### config.mk
export PLATFORM = sky130hd
export DESIGN_NAME = quad_encoder_ctrl
export DESIGN_NICKNAME = d
export VERILOG_FILES = /design/src/rtl/quad_encoder_ctrl.sv
export SDC_FILE = /design/constraint.sdc
export NUM_CORES = 1
export LEC_CHECK = 0
export CORE_UTILIZATION = 54
export CTS_CLUSTER_DIAMETER = 40
export CTS_CLUSTER_SIZE = 30
export DETAILED_ROUTE_END_ITERATION = 16
export PLACE_DENSITY = 0.79
export SKIP_CTS_REPAIR_TIMING = 1
export SLEW_MARGIN = 20
export SYNTH_ARGS = -nofsm -noshare
export SYNTH_HDL_FRONTEND = slang
export SYNTH_SLANG_ARGS = --single-unit
### constraint.sdc
create_clock -name clk -period 3.5 [get_ports clk]
set_input_delay 0.875 -clock clk [delete_from_list [all_inputs] [get_ports clk]]
set_output_delay 0.875 -clock clk [all_outputs]
set_load 0.005 [all_outputs]
### src/rtl/quad_encoder_ctrl.sv
// quad_encoder_ctrl: synchronised, debounced quadrature decoder with a
// per-detent position counter, plus a short/normal/long pushbutton classifier.
module quad_encoder_ctrl #(
    parameter int CNT_W    = 8,
    parameter int CNT_INIT = 128,
    parameter int CNT_MIN  = 0,
    parameter int CNT_MAX  = 255,
    parameter int WRAP     = 0,
    parameter int QPD      = 4,
    parameter int FILT_LEN = 4,
    parameter int PB_W     = 12,
    parameter int T_SHORT  = 50,
    parameter int T_NORMAL = 400,
    parameter int T_LONG   = 3000,
    parameter int LONG_CLR = 1
) (
    input  logic             clk,
    input  logic             rst,
    input  logic             a,
    input  logic             b,
    input  logic             pb,
    input  logic             clr,
    output logic [CNT_W-1:0] count,
    output logic             dir,
    output logic             step,
    output logic             quad_err,
    output logic             press_valid,
    output logic [1:0]       press_type
);
    localparam int FW = (FILT_LEN < 2) ? 1 : $clog2(FILT_LEN + 1);
    localparam logic [CNT_W-1:0] INIT_V = CNT_W'(CNT_INIT);
    localparam logic [CNT_W-1:0] MIN_V  = CNT_W'(CNT_MIN);
    localparam logic [CNT_W-1:0] MAX_V  = CNT_W'(CNT_MAX);
    localparam logic signed [3:0] QPD_P = 4'(QPD);
    localparam logic signed [3:0] QPD_N = -QPD_P;
    localparam logic [PB_W-1:0] T_SHORT_V  = PB_W'(T_SHORT);
    localparam logic [PB_W-1:0] T_NORMAL_V = PB_W'(T_NORMAL);
    localparam logic [PB_W-1:0] T_LONG_V   = PB_W'(T_LONG);

    // Channel order: 0 = A, 1 = B, 2 = PB (idle-high)
    logic [2:0] raw;
    logic [2:0] filt;
    assign raw = {pb, b, a};

    genvar gi;
    generate
        for (gi = 0; gi < 3; gi++) begin : g_chan
            localparam logic RST_V = (gi == 2) ? 1'b1 : 1'b0;
            logic          sync1_q, sync2_q, filt_q, filt_d;
            logic [FW-1:0] stab_q, stab_d;

            // Accept the synced value once it has differed for FILT_LEN samples
            always_comb begin
                filt_d = filt_q;
                stab_d = '0;
                if (sync2_q != filt_q) begin
                    if (stab_q == FW'(FILT_LEN - 1)) begin
                        filt_d = sync2_q;
                    end else begin
                        stab_d = stab_q + 1'b1;
                    end
                end
            end

            // Two-flop synchroniser followed by the filter state
            always_ff @(posedge clk) begin
                if (rst) begin
                    sync1_q <= RST_V;
                    sync2_q <= RST_V;
                    filt_q  <= RST_V;
                    stab_q  <= '0;
                end else begin
                    sync1_q <= raw[gi];
                    sync2_q <= sync1_q;
                    filt_q  <= filt_d;
                    stab_q  <= stab_d;
                end
            end

            assign filt[gi] = filt_q;
        end
    endgenerate

    logic [1:0] ab_cur, ab_prev_q;
    logic       qs_up, qs_dn, qerr_hit;
    assign ab_cur = {filt[0], filt[1]};

    // Gray-code decode of the previous vs current filtered {A,B}
    always_comb begin
        qs_up    = 1'b0;
        qs_dn    = 1'b0;
        qerr_hit = 1'b0;
        case ({ab_prev_q, ab_cur})
            4'b00_10, 4'b10_11, 4'b11_01, 4'b01_00: qs_up    = 1'b1;
            4'b10_00, 4'b11_10, 4'b01_11, 4'b00_01: qs_dn    = 1'b1;
            4'b00_11, 4'b11_00, 4'b01_10, 4'b10_01: qerr_hit = 1'b1;
            default: ;
        endcase
    end

    typedef enum logic [1:0] {P_IDLE, P_PRESSED, P_HELD} press_state_t;
    press_state_t    pstate_q, pstate_d;
    logic [PB_W-1:0] dur_q, dur_d;
    logic            pv_q, pv_d;
    logic [1:0]      ptype_q, ptype_d;
    logic            long_clr;

    // Press FSM: time the filtered press and classify it
    always_comb begin
        pstate_d = pstate_q;
        dur_d    = dur_q;
        pv_d     = 1'b0;
        ptype_d  = ptype_q;
        long_clr = 1'b0;
        case (pstate_q)
            P_IDLE: begin
                dur_d = '0;
                if (!filt[2]) begin
                    pstate_d = P_PRESSED;
                    dur_d    = PB_W'(1);
                end
            end
            P_PRESSED: begin
                if (dur_q >= T_LONG_V) begin
                    // Duration reached T_LONG with the button still down
                    pv_d     = 1'b1;
                    ptype_d  = 2'b11;
                    long_clr = (LONG_CLR != 0);
                    pstate_d = P_HELD;
                end else if (filt[2]) begin
                    pstate_d = P_IDLE;
                    dur_d    = '0;
                    if (dur_q >= T_NORMAL_V) begin
                        pv_d    = 1'b1;
                        ptype_d = 2'b10;
                    end else if (dur_q >= T_SHORT_V) begin
                        pv_d    = 1'b1;
                        ptype_d = 2'b01;
                    end
                end else if (dur_q != '1) begin
                    dur_d = dur_q + 1'b1;
                end
            end
            P_HELD: begin
                if (filt[2]) begin
                    pstate_d = P_IDLE;
                    dur_d    = '0;
                end
            end
            default: pstate_d = P_IDLE;
        endcase
    end

    logic signed [3:0] acc_q, acc_d, acc_nx;
    logic              det_up, det_dn;
    logic [CNT_W-1:0]  count_q, count_d, count_inc, count_dec;
    logic              dir_q, dir_d, step_q, step_d, qerr_q;

    // Detent accumulator and count update with clear priority
    always_comb begin
        acc_nx = acc_q;
        det_up = 1'b0;
        det_dn = 1'b0;
        if (qs_up) begin
            acc_nx = acc_q[3] ? 4'sd1 : acc_q + 4'sd1;
            if (acc_nx == QPD_P) begin
                det_up = 1'b1;
                acc_nx = '0;
            end
        end else if (qs_dn) begin
            acc_nx = (!acc_q[3] && acc_q != 4'sd0) ? -4'sd1 : acc_q - 4'sd1;
            if (acc_nx == QPD_N) begin
                det_dn = 1'b1;
                acc_nx = '0;
            end
        end
        acc_d = acc_nx;

        count_inc = count_q + 1'b1;
        count_dec = count_q - 1'b1;
        if (WRAP == 0) begin
            if (count_q == MAX_V) count_inc = count_q;
            if (count_q == MIN_V) count_dec = count_q;
        end

        count_d = count_q;
        dir_d   = dir_q;
        step_d  = 1'b0;
        if (clr || long_clr) begin
            count_d = INIT_V;
        end else if (det_up) begin
            count_d = count_inc;
            dir_d   = 1'b1;
            step_d  = 1'b1;
        end else if (det_dn) begin
            count_d = count_dec;
            dir_d   = 1'b0;
            step_d  = 1'b1;
        end
    end

    // State and output registers
    always_ff @(posedge clk) begin
        if (rst) begin
            ab_prev_q <= 2'b00;
            acc_q     <= '0;
            count_q   <= INIT_V;
            dir_q     <= 1'b0;
            step_q    <= 1'b0;
            qerr_q    <= 1'b0;
            pstate_q  <= P_IDLE;
            dur_q     <= '0;
            pv_q      <= 1'b0;
            ptype_q   <= 2'b00;
        end else begin
            ab_prev_q <= ab_cur;
            acc_q     <= acc_d;
            count_q   <= count_d;
            dir_q     <= dir_d;
            step_q    <= step_d;
            qerr_q    <= qerr_hit;
            pstate_q  <= pstate_d;
            dur_q     <= dur_d;
            pv_q      <= pv_d;
            ptype_q   <= ptype_d;
        end
    end

    assign count       = count_q;
    assign dir         = dir_q;
    assign step        = step_q;
    assign quad_err    = qerr_q;
    assign press_valid = pv_q;
    assign press_type  = ptype_q;
endmodule

==> flow_results.xml <==
<?xml version="1.0" encoding="UTF-8"?>
<metrics>
  <group name="outcome">
    <metric name="status" unit="">completed</metric>
  </group>
  <group name="logic_synthesis">
    <metric name="syn-instance-count" unit="">322</metric>
    <metric name="synth.net_count" unit="">349</metric>
    <metric name="count_of_flip_flops_with_a_built_in_enable_after_synthesis" unit="">0</metric>
    <metric name="synth_area" unit="um^2">2740</metric>
    <metric name="yosysWarnings" unit="">0</metric>
    <metric name="synth_flop_cell" unit="">sky130_fd_sc_hd__dfxtp_1</metric>
    <metric name="synth_cell_types" unit="">49</metric>
    <metric name="synth.ff_latch_count" unit="">52</metric>
    <metric name="ys_seq_area_frac" unit="">0.380</metric>
    <metric name="async_reset_ff_frac" unit="">0</metric>
    <metric name="syn-mean-instance-area" unit="um^2">8.51</metric>
  </group>
  <group name="final_layout">
    <metric name="design.final.nets" unit="">370</metric>
    <metric name="layout.cells.non_filler" unit="">411</metric>
    <metric name="antenna_cells_inserted" unit="">0</metric>
    <metric name="drive_gt1_frac" unit="">0.0669</metric>
    <metric name="area_delta_synth_final" unit="%">13.1</metric>
    <metric name="postLayoutCellArea" unit="um^2">3100</metric>
    <metric name="share_of_the_core_filled_with_cells_in_the_final_layout" unit="">0.643</metric>
  </group>
  <group name="critical_path">
    <metric name="worst_path_largest_cell_delay" unit="ps">450</metric>
    <metric name="worst-path-max-fanout" unit="">10</metric>
    <metric name="r2r_setup_slk" unit="ps">210</metric>
    <metric name="crit_type" unit="">flip-flop to flip-flop</metric>
    <metric name="worstPathArrival" unit="ps">3490</metric>
    <metric name="cp_data_required_time" unit="ps">3700</metric>
    <metric name="cpLargestDelayFamily" unit="">simple AND/OR/NAND/NOR gates</metric>
    <metric name="crit_path_end_kind" unit="">flip-flop</metric>
    <metric name="startpoint_of_the_lowest_slack_register_to_register_path" unit="">acc_q[1]</metric>
    <metric name="worstPathCellList" unit="">inv_1 -&gt; ha_1 -&gt; or3_4 -&gt; or3_4 -&gt; ha_1 -&gt; a21o_1 -&gt; a41oi_1 -&gt; nand3_1 -&gt; a21o_2 -&gt; nand4_1 -&gt; or3b_1</metric>
    <metric name="crit-reg2reg-capture" unit="">count[7]</metric>
    <metric name="rr_worst_depth" unit="">11</metric>
    <metric name="worstSetupStartpointType" unit="">flip-flop</metric>
    <metric name="crit_slowest_cell" unit="">sky130_fd_sc_hd__or3_4</metric>
    <metric name="worstPathBufferInverterCount" unit="">1</metric>
  </group>
  <group name="placed_design">
    <metric name="pre_cts_slack" unit="ps">117</metric>
    <metric name="place.detailed.hpwl" unit="mm">3.82</metric>
    <metric name="place_congestion" unit="">0.901</metric>
    <metric name="placement.cell_area" unit="um^2">3000</metric>
    <metric name="place.detailed.instances" unit="">403</metric>
    <metric name="port-buffer-count" unit="">19</metric>
  </group>
  <group name="grt">
    <metric name="grt_usage" unit="">0.215</metric>
    <metric name="grt_antenna_before_repair" unit="">0</metric>
    <metric name="grt_max_degree" unit="">35</metric>
    <metric name="vias_in_the_first_global_route" unit="">2188</metric>
    <metric name="globalRoute.totalOverflow" unit="">0</metric>
    <metric name="grt_first_pass_wirelength" unit="mm">9.07</metric>
  </group>
  <group name="die">
    <metric name="area_of_the_core" unit="um^2">4820</metric>
    <metric name="die_x" unit="um">73.3</metric>
    <metric name="floorplan.io_pins" unit="">20</metric>
    <metric name="floorplan.rows" unit="">25</metric>
    <metric name="die-area" unit="um^2">5370</metric>
    <metric name="initial_utilization" unit="">0.569</metric>
    <metric name="die-height" unit="um">73.3</metric>
  </group>
  <group name="detailed_routing">
    <metric name="total_routed_length" unit="mm">5.31</metric>
    <metric name="detailedRoute.firstPassIterationCount" unit="">4</metric>
    <metric name="drc_errors" unit="">0</metric>
    <metric name="drt.antenna.violating_nets" unit="">0</metric>
    <metric name="number_of_vias_per_cell" unit="">5.55</metric>
    <metric name="dr.first_iter.drc_count" unit="">113</metric>
    <metric name="route.vias.total" unit="">2283</metric>
    <metric name="wire_per_inst" unit="um">12.9</metric>
  </group>
  <group name="timing">
    <metric name="rsz_0062_raised_after_global_routing" unit="">false</metric>
    <metric name="slew_headroom" unit="">0.602</metric>
    <metric name="final.setup.worst_slack" unit="ps">213</metric>
    <metric name="setup_viol" unit="">0</metric>
    <metric name="totalNegativeSetupSlack" unit="ps">0</metric>
    <metric name="slew_violations" unit="">0</metric>
    <metric name="final_hold_viol_count" unit="">0</metric>
    <metric name="whs" unit="ps">422</metric>
    <metric name="maxClockFrequency" unit="MHz">304</metric>
    <metric name="final_min_period_over_clock_period" unit="">0.939</metric>
    <metric name="finClkSkew" unit="ps">8.14</metric>
    <metric name="max_slew.worst_pin.slew" unit="ps">592</metric>
    <metric name="period_needed" unit="ps">3290</metric>
  </group>
  <group name="power_and_ir_drop">
    <metric name="seq_power_share" unit="">0.618</metric>
    <metric name="intPower" unit="mW">0.748</metric>
    <metric name="fraction_of_power_consumed_by_the_clock_network" unit="">0.359</metric>
    <metric name="switching_share" unit="">0.226</metric>
    <metric name="p_per_area" unit="nW/um^2">312</metric>
    <metric name="peakVddDrop" unit="mV">0.265</metric>
    <metric name="power_frac_comb" unit="">0.023</metric>
    <metric name="power.switching" unit="mW">0.219</metric>
    <metric name="finalPower" unit="mW">0.966</metric>
    <metric name="static-leakage-power" unit="nW">1.12</metric>
  </group>
  <group name="clocking">
    <metric name="clk_latency" unit="ps">310</metric>
    <metric name="cts_buffer_depth" unit="">2</metric>
    <metric name="cts_buffers" unit="">5</metric>
    <metric name="clock_tree_from_tritoncts" unit="">built</metric>
    <metric name="tritoncts_num_sinks" unit="">52</metric>
    <metric name="ctsHtreeMaxLevel" unit="">2</metric>
    <metric name="worst_setup_hold_path_clk_slew" unit="ps">100</metric>
    <metric name="root_buffer" unit="">sky130_fd_sc_hd__clkbuf_8</metric>
  </group>
  <group name="run">
    <metric name="timing.max_cap.violations" unit="">0</metric>
  </group>
  <group name="hold_path">
    <metric name="hold_wc_startpoint" unit="">g_chan[2].sync1_q</metric>
    <metric name="holdPathEnd" unit="">g_chan[2].sync2_q</metric>
    <metric name="timing.hold.worst_path_depth" unit="">1</metric>
    <metric name="min-delay-path-class" unit="">flip-flop to flip-flop</metric>
  </group>
</metrics>
## worst max-delay path by stage
stage,depth (start not counted),to,start
floorplan,12,count[7],acc_q[0]
global route,11,count[7],acc_q[1]
detailed placement,11,count[7],acc_q[1]
CTS,11,count[7],acc_q[1]
finish,11,count[7],acc_q[1]
global placement,11,count[7],acc_q[1]
## layout make-up
class                      instances  area, um^2
multi-input combinational        241        1590
inverter                          20        75.1
fill                             457        1720
clock buffer                       5        68.8
tap                               67        83.8
sequential                        52        1040
clock inverter                     3        21.3
timing repair buffer              23         220
## registers in the layout (all words and copies together) (netlist names)
| name | cells |
|---|---|
| g_chan.stab_q | 9 |
| g_chan.filt_q | 3 |
| press_type | 2 |
| ab_prev_q | 2 |
| acc_q | 4 |
| dur_q | 12 |
| dir | 1 |
| count | 8 |
| quad_err | 1 |
| step | 1 |
| pstate_q | 2 |
| press_valid | 1 |
| g_chan.sync2_q | 3 |
| g_chan.sync1_q | 3 |
## synthesized netlist by cell type, drive strengths merged (4+ instances only)
library cell / count / area, um^2
nor2b: 12 / 75.1
dfxtp: 52 / 1040
nand3: 10 / 50.1
xor2: 4 / 42.6
or3: 10 / 67.6
nor3: 6 / 30.0
and3: 5 / 31.3
nand2: 22 / 85.1
xnor2: 10 / 87.6
a21o: 4 / 31.3
ha: 20 / 250
o21ai: 15 / 75.1
inv: 20 / 75.1
a31oi: 8 / 50.1
mux2i: 7 / 70.1
a21oi: 25 / 125
nand4: 5 / 31.3
nor2: 38 / 143
clkbuf: 8 / 30.0
## cell usage in the layout (no fill, tap or decap), drive strengths merged, types with 8 or more instances in the layout
| cell type | n |
|---|---|
| nor2 | 38 |
| dfxtp | 52 |
| or3 | 10 |
| inv | 21 |
| xnor2 | 10 |
| nand2 | 22 |
| nand3 | 10 |
| ha | 20 |
| clkdlybuf4s50 | 19 |
| nor2b | 12 |
| a31oi | 8 |
| o21ai | 15 |
| a21oi | 25 |
## cells by family (layout without fill, tap and decap cells)
| family | Yosys count | after routing | share of synthesized area |
|---|---|---|---|
| buf+inv | 29 | 51 | 0.0424 |
| flops | 52 | 52 | 0.380 |
| compound gates | 73 | 73 | 0.172 |
| mux | 7 | 7 | 0.0256 |
| xor+xnor | 14 | 14 | 0.0475 |
| simple gates | 126 | 126 | 0.234 |
| fa+ha+maj | 21 | 21 | 0.0986 |
## power groups by stage
stage	Combinational (mW)	Sequential, mW	Clock (mW)
3_3_place_gp	0.0220	0.611	0
6_report	0.0221	0.597	0.347
2_1_floorplan	0.0128	0.611	0
3_5_place_dp	0.0220	0.611	0
4_1_cts	0.0222	0.597	0.359
5_1_grt	0.0243	0.598	0.377
## metal layers
metal,vias up,track usage,routed length (um),share of wire
li1,1173,-,-,-
met1,1061,0.251,2450,0.46
met2,44,0.384,2620,0.49
met3,5,0.0398,167,0.031
met4,0,0.0937,77,0.014
met5,-,0,0,0
Power figures use the tool's default switching activity.
